<file path="config.mk">
export PLATFORM = sky130hd
export DESIGN_NAME = ifu_fetch_flat
export DESIGN_NICKNAME = d
export VERILOG_FILES = /design/src/rtl/ifu_fetch_if.sv /design/src/rtl/ifu_fetch.sv /design/src/flat_wrapper.sv
export SDC_FILE = /design/constraint.sdc
export NUM_CORES = 1
export LEC_CHECK = 0
export ABC_CLOCK_PERIOD_IN_PS = 7500
export BUFFER_PORTS_ARGS = -buffer_cell sky130_fd_sc_hd__buf_4
export CAP_MARGIN = 20
export CORE_MARGIN = 5
export CORE_UTILIZATION = 45
export CTS_BUF_LIST = sky130_fd_sc_hd__clkbuf_16
export CTS_CLUSTER_SIZE = 40
export DETAILED_ROUTE_END_ITERATION = 10
export PLACE_DENSITY = 0.67
export SLEW_MARGIN = 30
export SYNTH_ARGS = -nofsm -noshare
export SYNTH_HDL_FRONTEND = slang
export SYNTH_SLANG_ARGS = --single-unit
</file>
<file path="constraint.sdc">
create_clock -name clk -period 7.5 [get_ports clk]
set_input_delay 1.125 -clock clk [delete_from_list [all_inputs] [get_ports clk]]
set_output_delay 1.125 -clock clk [all_outputs]
set_load 0.005 [all_outputs]
</file>
<file path="src/rtl/ifu_fetch_if.sv">
// Fetch-stage bus bundle: redirect input, instruction-memory port, decode-side handshake.
// Latency: none, signal grouping only.
// Backpressure: carries inst_ready_i from decode; the memory side is always ready.
interface ifu_fetch_if;
  logic        jump_en_i;
  logic [31:0] jump_addr_i;
  logic        imem_req_o;
  logic [31:0] imem_addr_o;
  logic [31:0] imem_rdata_i;
  logic        inst_valid_o;
  logic [31:0] inst_o;
  logic [31:0] inst_addr_o;
  logic        inst_ready_i;

  // Fetch unit side
  modport master (
    input  jump_en_i, jump_addr_i, imem_rdata_i, inst_ready_i,
    output imem_req_o, imem_addr_o, inst_valid_o, inst_o, inst_addr_o
  );

  // Execute / memory / decode side
  modport slave (
    output jump_en_i, jump_addr_i, imem_rdata_i, inst_ready_i,
    input  imem_req_o, imem_addr_o, inst_valid_o, inst_o, inst_addr_o
  );
endinterface

</file>
<file path="src/rtl/ifu_fetch.sv">
// Instruction fetch: sequential PC, one outstanding memory read, 2-entry {inst, addr} queue to decode.
// Latency: request in N, data in N+1, inst_valid_o in N+2; redirect to valid target takes 3 cycles.
// Backpressure: requests stop once queued + in-flight would exceed 2; head held while inst_ready_i low.
// Optional build macro IFU_NOP_FILL_EN: idle inst_o shows a NOP (addi x0,x0,0) instead of zero.
module ifu_fetch #(
  parameter logic [31:0] RESET_PC = 32'h0000_0000
) (
  input logic        clk,
  input logic        rst,
  ifu_fetch_if.master bus
);

`ifdef IFU_NOP_FILL_EN
  localparam logic [31:0] IDLE_INST = 32'h0000_0013;
`else
  localparam logic [31:0] IDLE_INST = 32'h0000_0000;
`endif

  typedef struct packed {
    logic [31:0] inst;
    logic [31:0] addr;
  } entry_t;

  entry_t      fifo_q [2];
  logic        rd_ptr_q;
  logic        wr_ptr_q;
  logic [1:0]  count_q;
  logic        inflight_q;
  logic [31:0] tag_q;
  logic [31:0] fetch_pc_q;

  entry_t      head;
  logic        valid;
  logic        pop;
  logic        push;
  logic        req;
  logic [2:0]  occupancy;

  // Handshake decode: redirect squashes everything; reset forces the strobes low immediately.
  always_comb begin
    head      = fifo_q[rd_ptr_q];
    valid     = !rst && (count_q != 2'd0) && !bus.jump_en_i;
    pop       = valid && bus.inst_ready_i;
    push      = inflight_q && !bus.jump_en_i;
    occupancy = {1'b0, count_q} + {2'b00, inflight_q};
    // occupancy - pop < 2, rearranged to avoid unsigned underflow
    req       = !rst && !bus.jump_en_i && (occupancy < (3'd2 + {2'b00, pop}));
  end

  // Drive the bus; the queue head is only exposed while valid.
  always_comb begin
    bus.imem_req_o   = req;
    bus.imem_addr_o  = fetch_pc_q;
    bus.inst_valid_o = valid;
    bus.inst_o       = valid ? head.inst : IDLE_INST;
    bus.inst_addr_o  = valid ? head.addr : 32'h0;
  end

  // PC, in-flight tracking and queue state; redirect overrides push, pop and request.
  always_ff @(posedge clk or posedge rst) begin
    if (rst) begin
      fetch_pc_q <= RESET_PC;
      inflight_q <= 1'b0;
      tag_q      <= 32'h0;
      count_q    <= 2'd0;
      rd_ptr_q   <= 1'b0;
      wr_ptr_q   <= 1'b0;
      for (int i = 0; i < 2; i++) begin
        fifo_q[i] <= '0;
      end
    end else if (bus.jump_en_i) begin
      fetch_pc_q <= {bus.jump_addr_i[31:2], 2'b00};
      inflight_q <= 1'b0;
      count_q    <= 2'd0;
      rd_ptr_q   <= 1'b0;
      wr_ptr_q   <= 1'b0;
    end else begin
      inflight_q <= req;
      if (req) begin
        fetch_pc_q <= fetch_pc_q + 32'd4;
        tag_q      <= fetch_pc_q;
      end
      if (push) begin
        fifo_q[wr_ptr_q] <= '{inst: bus.imem_rdata_i, addr: tag_q};
        wr_ptr_q         <= !wr_ptr_q;
      end
      if (pop) begin
        rd_ptr_q <= !rd_ptr_q;
      end
      count_q <= count_q + {1'b0, push} - {1'b0, pop};
    end
  end

endmodule

</file>
<file path="src/flat_wrapper.sv">
// flat-port wrapper written by rule: the top's interface ports become plain ports
module ifu_fetch_flat 
#(
  parameter logic [31:0] RESET_PC = 32'h0000_0000
)
  (clk, rst, bus_jump_en_i, bus_jump_addr_i, bus_imem_rdata_i, bus_inst_ready_i, bus_imem_req_o, bus_imem_addr_o, bus_inst_valid_o, bus_inst_o, bus_inst_addr_o);
  ifu_fetch_if bus_i ();
  input logic clk;
  input logic rst;
  input wire logic [$bits(bus_i.jump_en_i)-1:0] bus_jump_en_i;
  input wire logic [$bits(bus_i.jump_addr_i)-1:0] bus_jump_addr_i;
  input wire logic [$bits(bus_i.imem_rdata_i)-1:0] bus_imem_rdata_i;
  input wire logic [$bits(bus_i.inst_ready_i)-1:0] bus_inst_ready_i;
  output wire logic [$bits(bus_i.imem_req_o)-1:0] bus_imem_req_o;
  output wire logic [$bits(bus_i.imem_addr_o)-1:0] bus_imem_addr_o;
  output wire logic [$bits(bus_i.inst_valid_o)-1:0] bus_inst_valid_o;
  output wire logic [$bits(bus_i.inst_o)-1:0] bus_inst_o;
  output wire logic [$bits(bus_i.inst_addr_o)-1:0] bus_inst_addr_o;
  assign bus_i.jump_en_i = bus_jump_en_i;
  assign bus_i.jump_addr_i = bus_jump_addr_i;
  assign bus_i.imem_rdata_i = bus_imem_rdata_i;
  assign bus_i.inst_ready_i = bus_inst_ready_i;
  assign bus_imem_req_o = bus_i.imem_req_o;
  assign bus_imem_addr_o = bus_i.imem_addr_o;
  assign bus_inst_valid_o = bus_i.inst_valid_o;
  assign bus_inst_o = bus_i.inst_o;
  assign bus_inst_addr_o = bus_i.inst_addr_o;
  ifu_fetch #(.RESET_PC(RESET_PC)) u_core (.clk(clk), .rst(rst), .bus(bus_i));
endmodule
</file>
# After elaboration in Yosys (flattened, before gate mapping)
# Index checks and enable logic that the tools add are counted.
[word_totals]
ff_bits = 197
inputBits = 68
[op_classes]
add_sub_neg = 5
order_cmp = 4
muxes = 16
bitwise_logic = 3
n_reduce_logical = 17
[op_table]
columns = ["cell", "n"]
rows = [
  ["$mux 64", 4],
  ["$bwmux 128", 1],
  ["$mux 32", 4],
  ["$demux 64 s1", 1],
  ["$add 32x3->32 const B", 1],
  ["$reduce_bool 2->1", 4],
  ["$logic_and 1x1->1", 7],
  ["$mux 1", 5],
  ["$ge 2x2->1 const B", 2],
  ["$logic_not 1->1", 4],
  ["$not 1->2", 2],
  ["$reduce_and 2->1", 2],
  ["$add 2x1->3", 1],
  ["$add 2x1->3 const A", 1],
  ["$lt 3x3->1", 1],
  ["$add 2x1->2", 1],
  ["$lt 2x1->1 const B", 1],
  ["$mux 2", 1],
  ["$sub 2x1->2", 1],
  ["$not 1->1", 1],
]

# Logic depth before layout (Yosys ltp)
# Gate-level depths: netlist of run 1.
[logic_depth]
depth_word = 9
mapped_depth = 10

# Worst setup path before layout of run 1
# Ideal clock, no wire load.
[synth_timing]
path_kind = "input port to output port"
start = "input bus_jump_en_i"
end = "output bus_inst_o[10]"
arrival_ps = 2008
t_required_ps = 6375
setup_slack_ps = 4367
stages = 4
path_buffers = 2
path_cell_list = "or3_1 > clkbuf_1 > buf_1 > nor2_1"
[synth_via]
elab_chain_cells = 3
[synth_rtl]
columns = ["element", "line", "source"]
rows = [
  ["start, declared", "flat_wrapper.sv:10", "input wire logic [$bits(bus_i.jump_en_i)-1:0] bus_jump_en_i;"],
  ["$logic_not 1->1", "ifu_fetch.sv:42", "valid = !rst && (count_q != 2'd0) && !bus.jump_en_i;"],
  ["$logic_and 1x1->1", "ifu_fetch.sv:42", ""],
  ["$mux 32", "ifu_fetch.sv:55", "bus.inst_o = valid ? head.inst : IDLE_INST;"],
  ["end, declared", "flat_wrapper.sv:17", "output wire logic [$bits(bus_i.inst_o)-1:0] bus_inst_o;"],
]
# No other way between the ends.

# Final worst setup path of run 1
[layout_timing]
start = "input bus_jump_en_i"
end = "output bus_inst_addr_o[17]"
[layout_via]
elab_chain_cells = 3
[layout_rtl]
columns = ["element", "line", "source"]
rows = [
  ["$logic_not 1->1", "ifu_fetch.sv:42", ""],
  ["$logic_and 1x1->1", "ifu_fetch.sv:42", ""],
  ["$mux 32", "ifu_fetch.sv:56", "bus.inst_addr_o = valid ? head.addr : 32'h0;"],
  ["end, declared", "flat_wrapper.sv:18", "output wire logic [$bits(bus_i.inst_addr_o)-1:0] bus_inst_addr_o;"],
]
# No other way between the ends.

==> results of run 1 <==
final cells by class:
class,instances,area [um2],area share [%]
Sequential cell,189,4730,44.4
Multi-Input combinational cell,520,3780,35.4
Timing Repair Buffer,165,1240,11.6
Clock buffer,17,425,3.99
Tap cell,265,332,3.11
Clock inverter,14,128,1.20
Inverter,6,30.0,0.281
synthesized netlist by cell type (all sizes together):
master / count
dfrtp: 189
mux2: 126
nand2: 124
nor2: 69
mux2i: 64
buf: 29
o21ai: 27
xor2: 26
nand4: 21
clkbuf: 20
nand3: 14
and3: 8
inv: 6
and2: 5
ha: 5
nor3: 5
xnor2: 5
nor2b: 4
and4: 3
nor4: 3
nand2b: 2
a22oi: 1
conb: 1
nand4b: 1
o21a: 1
o31a: 1
or3: 1
sequential cells by signal, summed over array words and instances (netlist names):
| name | cells |
|---|---|
| u_core.bus.imem_addr_o | 30 |
| u_core.tag_q | 30 |
| u_core.count_q | 2 |
| u_core.rd_ptr_q | 1 |
| u_core.fifo_q | 124 |
| u_core.inflight_q | 1 |
| u_core.wr_ptr_q | 1 |
where the power goes:
part           leakage [nW]  switching [mW]  internal [mW]
logic                  2.31           0.193          0.291
clock network         0.281           0.375          0.484
registers              2.37           0.151           1.28
per-layer routing:
metal	GRT usage (%)	vias to the layer above	wire (um)
met3	4.10	15	894
met4	4.30	0	199
li1	-	2873	-
met2	25.8	145	8200
met1	26.2	2836	9260
met5	0	-	0
critical path, stage by stage:
cell and delay, ps:
buf_4 480, or3_2 230, buf_4 520, nor2_1 170, buf_4 180
worst paths after layout:
check                                                   endpoint  slack, ps  cells after the start
setup / recovery                             bus_inst_addr_o[17]       3550                      5
hold / removal                      u_core.tag_q[15]$_DFFE_PP0P_        500                      2
setup reg to reg                  u_core.fifo_q[105]$_DFFE_PP0P_       5000                      4
hold reg to reg                     u_core.tag_q[15]$_DFFE_PP0P_        500                      2
max in group asynchronous         u_core.fifo_q[112]$_DFFE_PP0P_       5450                      3
min in group asynchronous  u_core.bus.imem_addr_o[6]$_DFFE_PP0P_        900                      2
per-stage QoR:
| stage | worst slack (ps) | utilization (%) | hold slack (ps) |
|---|---|---|---|
| after global routing | 3390 | 55.4 | 513 |
| after floorplan | 1230 | - | 458 |
| after detailed placement | 3530 | 52.5 | 488 |
| after global placement | 3500 | 52.5 | 483 |
| after CTS | 3530 | 55.3 | 504 |
| final | 3550 | 55.4 | 496 |
cells by family (layout without fill, tap and decap cells):
family,after synthesis,after routing,share of synthesized area (%)
muxes,190,190,23.6
AOI/OAI and AO/OA,30,30,1.87
DFF,189,189,54.3
and+or+nand+nor,260,260,13.6
adders and majority gates,5,5,0.718
buffers and inverters,55,202,2.77
other,1,4,0.0430
xor gates and xnor gates,31,31,3.11
==> results.tsv, run 1 <==
metric	value	unit
Via density	4.99	
n_diodes	0	
Worst Path Arrival	2830	ps
Clock transition at path regs	70	ps
Iter 0 DRT Violations	278	
Tcrit/Tclk final	52.7	%
DP Area	10100	um2
Final Power	2.77	mW
Clock Sinks	189	
worst slew pin tran	938	ps
first-pass GRT wire length	31.2	mm
postcts setup bufs	0	
I/O pins	166	
cts-stage hold buffer count	0	
Starting Density	45.2	%
min cycle time layout	3950	ps
cell type with the highest aggregate area in the netlist	dfrtp_1	
Final Non-Filler Cells	1176	
first-pass detailed-route iteration total	4	
vias in the first global route	5984	
RD Place Congestion	0.759	
Horiz. Die Dim	149	um
largest net degree at the start of global routing	118	
Die H	149	um
Total GRT Usage	17.5	%
CP startpoint	bus_jump_en_i	
layout cells sized above 1	36.8	%
most frequent cells in the layout	dfrtp_1 (188), buf_4 (164), mux2_2 (126), nand2_1 (123), nor2_1 (69)	
RSZ-0062 raised after global routing	no	
CP endpoint kind	output pin	
placed cells	1145	
max cap viols	0	
cells taking the most area after synthesis	dfrtp_1 (54%), mux2_2 (16%), mux2i_1 (7.3%)	
leakage power	4.96	nW
CTS tree	built	
drt wl/cell	15.8	um
sequential fraction of the synthesis area	54.3	%
Max Buffers Root-to-Sink	2	
number of distinct library cells after synthesis	37	
HP Class	flip-flop to flip-flop	
synth-to-layout area growth	22.4	%
nets	972	
Worst Clk Skew	8.43	ps
Final Hold Fails	0	
Core Area	19300	um2
status	finished clean	
row count	51	
Detail Route Antenna Nets	0	
leading cell type in the layout, fill and taps excluded	dfrtp_1	
Worst Setup Start Kind	input pin	
beginning of the worst hold path	u_core.tag_q[15]$_DFFE_PP0P_	
initial antenna violation count	0	
post-route DRC violation count	0	
final instance area	10700	um2
CP Max Fanout	66	
worst r2r src	u_core.inflight_q$_DFF_PP0_	
H-tree levels	4	
FMAX	253	MHz
pwr/cell area	260	nW/um2
Worst-Skew Late Latency	420	ps
top-area cell type share of the netlist area	54.3	%
Post-CTS Resized	0	
setup TNS	0	ps
Post-Synthesis Cell Area	8720	um2
yosys warns	0	
Peak VDD IR	165	uV
critical path data required time	6380	ps
HPWL after DPL	12.1	mm
Die Area	22300	um2
clk root buf	clkbuf_16	
WL final	18.5	mm
synthesized flop and latch total	189	
CP Class	input pin to output pin	
setup violators final	0	
vias	5869	
fill count	1733	
Post-Synthesis Cells	761	
IO buf count	159	
relative slew slack	37.4	%
TritonCTS Buffers	17	
Max Slew Vio Count	0	
Remaining Overflow, GRT	0	
Mean Syn Cell Area	11.5	um2
Power figures use the tool's default switching activity.
==> inputs of run 2 (changes only) <==
--- a/config.mk
+++ b/config.mk
@@ -5,7 +5,7 @@
 export SDC_FILE = /design/constraint.sdc
 export NUM_CORES = 1
 export LEC_CHECK = 0
-export ABC_CLOCK_PERIOD_IN_PS = 7500
+export ABC_CLOCK_PERIOD_IN_PS = 3700
 export BUFFER_PORTS_ARGS = -buffer_cell sky130_fd_sc_hd__buf_4
 export CAP_MARGIN = 20
 export CORE_MARGIN = 5
==> constraint.sdc (replaced) <==
create_clock -name clk -period 3.7 [get_ports clk]
set_input_delay 0.555 -clock clk [delete_from_list [all_inputs] [get_ports clk]]
set_output_delay 0.555 -clock clk [all_outputs]
set_load 0.005 [all_outputs]
==> run 2 against run 1 <==
Against the previous run:
- first-iteration DRC count is 37% lower
- clock-buffer cell count stayed put
- utilization rose by 0.90 points
- via count increased by 0.87%
- routed wire length up 1.9%
- global-route usage fell by 0.17 points
- final area is 1.6% higher
- sequential share of layout area shrank 0.71 points
- flip-flop and latch count stayed put
- non-clock buffer count grew 10
- largest power group unchanged
==> results.tsv, run 2 (synthesized netlist as in run 1, its figures left out) <==
metric	value	unit
Iter 0 DRT Violations	176	
Critical Path Max Stage Delay	420	ps
max cap viols	0	
Final Non-Filler Cells	1187	
cell mode on critical path	buf_4	
first-pass GRT wire length	30.8	mm
leading cell type in the layout, fill and taps excluded	dfrtp_1	
CP endpoint kind	output pin	
layout cells sized above 1	37.4	%
leakage power	5.02	nW
Post-CTS Resized	0	
WL final	18.9	mm
register share of total power	50.4	%
TritonCTS Buffers	17	
Final Hold Fails	0	
max reg flops	124	
nets	982	
Worst Setup Start Kind	flip-flop	
vias in the first global route	5950	
Tcrit/Tclk final	77.6	%
RSZ-0062 raised after global routing	no	
pwr/cell area	532	nW/um2
synth-to-layout area growth	24.4	%
H-tree levels	4	
HP Class	input pin to async pin	
Die Area	22300	um2
WP buf/inv	3	
Total GRT Usage	17.3	%
Clock transition at path regs	70	ps
clk root buf	clkbuf_16	
HPWL after DPL	12.8	mm
largest net degree at the start of global routing	65	
n_diodes	0	
Detail Route Antenna Nets	0	
Reg with most FFs	u_core.fifo_q	
row count	51	
cts-stage hold buffer count	0	
Max Slew Vio Count	0	
Pint	4.25	mW
FMAX	348	MHz
drt wl/cell	15.9	um
Worst Path Arrival	2320	ps
Peak VDD IR	328	uV
Fin Hold WS	106	ps
slowest CP cell	dfrtp_1	
worst slew pin tran	625	ps
vias	5920	
post-route core utilization	56.3	%
critical path's top delay family	buffers and inverters	
relative slew slack	58.3	%
Worst-Skew Late Latency	420	ps
Die H	149	um
setup TNS	0	ps
CTS tree	built	
Remaining Overflow, GRT	0	
IO buf count	159	
most frequent cells in the layout	dfrtp_1 (188), buf_4 (170), mux2_2 (126), nand2_1 (123), nor2_1 (69)	
critical path data required time	3140	ps
RD Place Congestion	0.763	
min cycle time layout	2870	ps
Horiz. Die Dim	149	um
CP Class	flip-flop to output pin	
Sw Ratio	26.3	%
crit path cell chain	ha_1, nand2b_1, o21ai_2, buf_4, nand2_1, inv_1, buf_4	
Max Buffers Root-to-Sink	2	
initial antenna violation count	0	
placed cells	1153	
Core Area	19300	um2
CP Max Fanout	29	
DP Area	10200	um2
setup violators final	0	
Clock Sinks	189	
postcts setup bufs	0	
Clk pwr share	32.0	%
final instance area	10800	um2
Starting Density	45.2	%
combinational power share	17.6	%
Worst Clk Skew	8.18	ps
I/O pins	166	
Via density	4.99	
switching pwr	1.52	mW
post-route DRC violation count	0	
status	finished clean	
first-pass detailed-route iteration total	4	
[run 2: changes by cell type in the layout (fill, tap and decap cells not counted)]
cell | previous run | this run
buf_4 | 164 | 170
clkinv_2 | 7 | 1
clkinv_4 | 0 | 1
clkinv_1 | 1 | 3
clkinvlp_4 | 1 | 6
buf_6 | 1 | 0
buf_12 | 0 | 5
inv_8 | 1 | 0
bufinv_16 | 2 | 3
inv_1 | 4 | 3
[run 2: cell type report]
class | count | area, um2
Inverter | 6 | 26.3
Multi-Input combinational cell | 520 | 3780
Timing Repair Buffer | 175 | 1380
Clock inverter | 15 | 170
Clock buffer | 17 | 425
Fill cell | 1711 | 8430
Tap cell | 265 | 332
Sequential cell | 189 | 4730
[run 2: per-stage QoR]
step                      worst slack (ps)  total power [mW]
after floorplan                        711              3.59
after global placement                 952              3.93
after detailed placement               890              3.98
after CTS                              655              5.84
after global routing                   694              6.11
final                                  827              5.77
[run 2: worst register-to-register path: stages (launching register included)]
cell and delay [ps]:
dfrtp_1 420, ha_1 300, nand2b_1 150, o21ai_2 100, buf_4 300, nand2_1 380, inv_2 510, nand2_1 180
nand2_1 80
[run 2: layer usage]
layer  GRT usage (%)  share of wire (%)  up-vias
met5               0                  0        -
met4            5.31                1.3        0
met3            3.98                5.0       18
met2            26.6                 45      136
met1            24.6                 48     2888
li1                -                  -     2878
[run 2: path summary, 6_finish.rpt]
| kind | start | end | slack [ps] | cells after the start |
|---|---|---|---|---|
| hold reg to reg | u_core.tag_q[17]$_DFFE_PP0P_ | u_core.tag_q[17]$_DFFE_PP0P_ | 500 | 2 |
| setup reg to reg | u_core.inflight_q$_DFF_PP0_ | u_core.tag_q[28]$_DFFE_PP0P_ | 1220 | 8 |
| max in group asynchronous | rst | u_core.bus.imem_addr_o[27]$_DFFE_PP0P_ | 2760 | 4 |
| min in group clk | bus_jump_addr_i[2] | u_core.bus.imem_addr_o[2]$_DFFE_PP0P_ | 330 | 3 |
| hold / removal | rst | u_core.bus.imem_addr_o[5]$_DFFE_PP0P_ | 110 | 2 |
| setup / recovery | u_core.inflight_q$_DFF_PP0_ | bus_imem_req_o | 830 | 7 |
[run 2: power groups by stage]
| stage | Sequential (mW) | Combinational [mW] | Clock (mW) |
|---|---|---|---|
| 5_1_grt | 2.97 | 1.15 | 1.99 |
| 3_5_place_dp | 2.95 | 1.03 | 0 |
| 6_report | 2.91 | 1.02 | 1.84 |
| 2_1_floorplan | 2.85 | 0.739 | 0 |
| 3_3_place_gp | 2.92 | 1.01 | 0 |
| 4_1_cts | 2.91 | 1.03 | 1.89 |
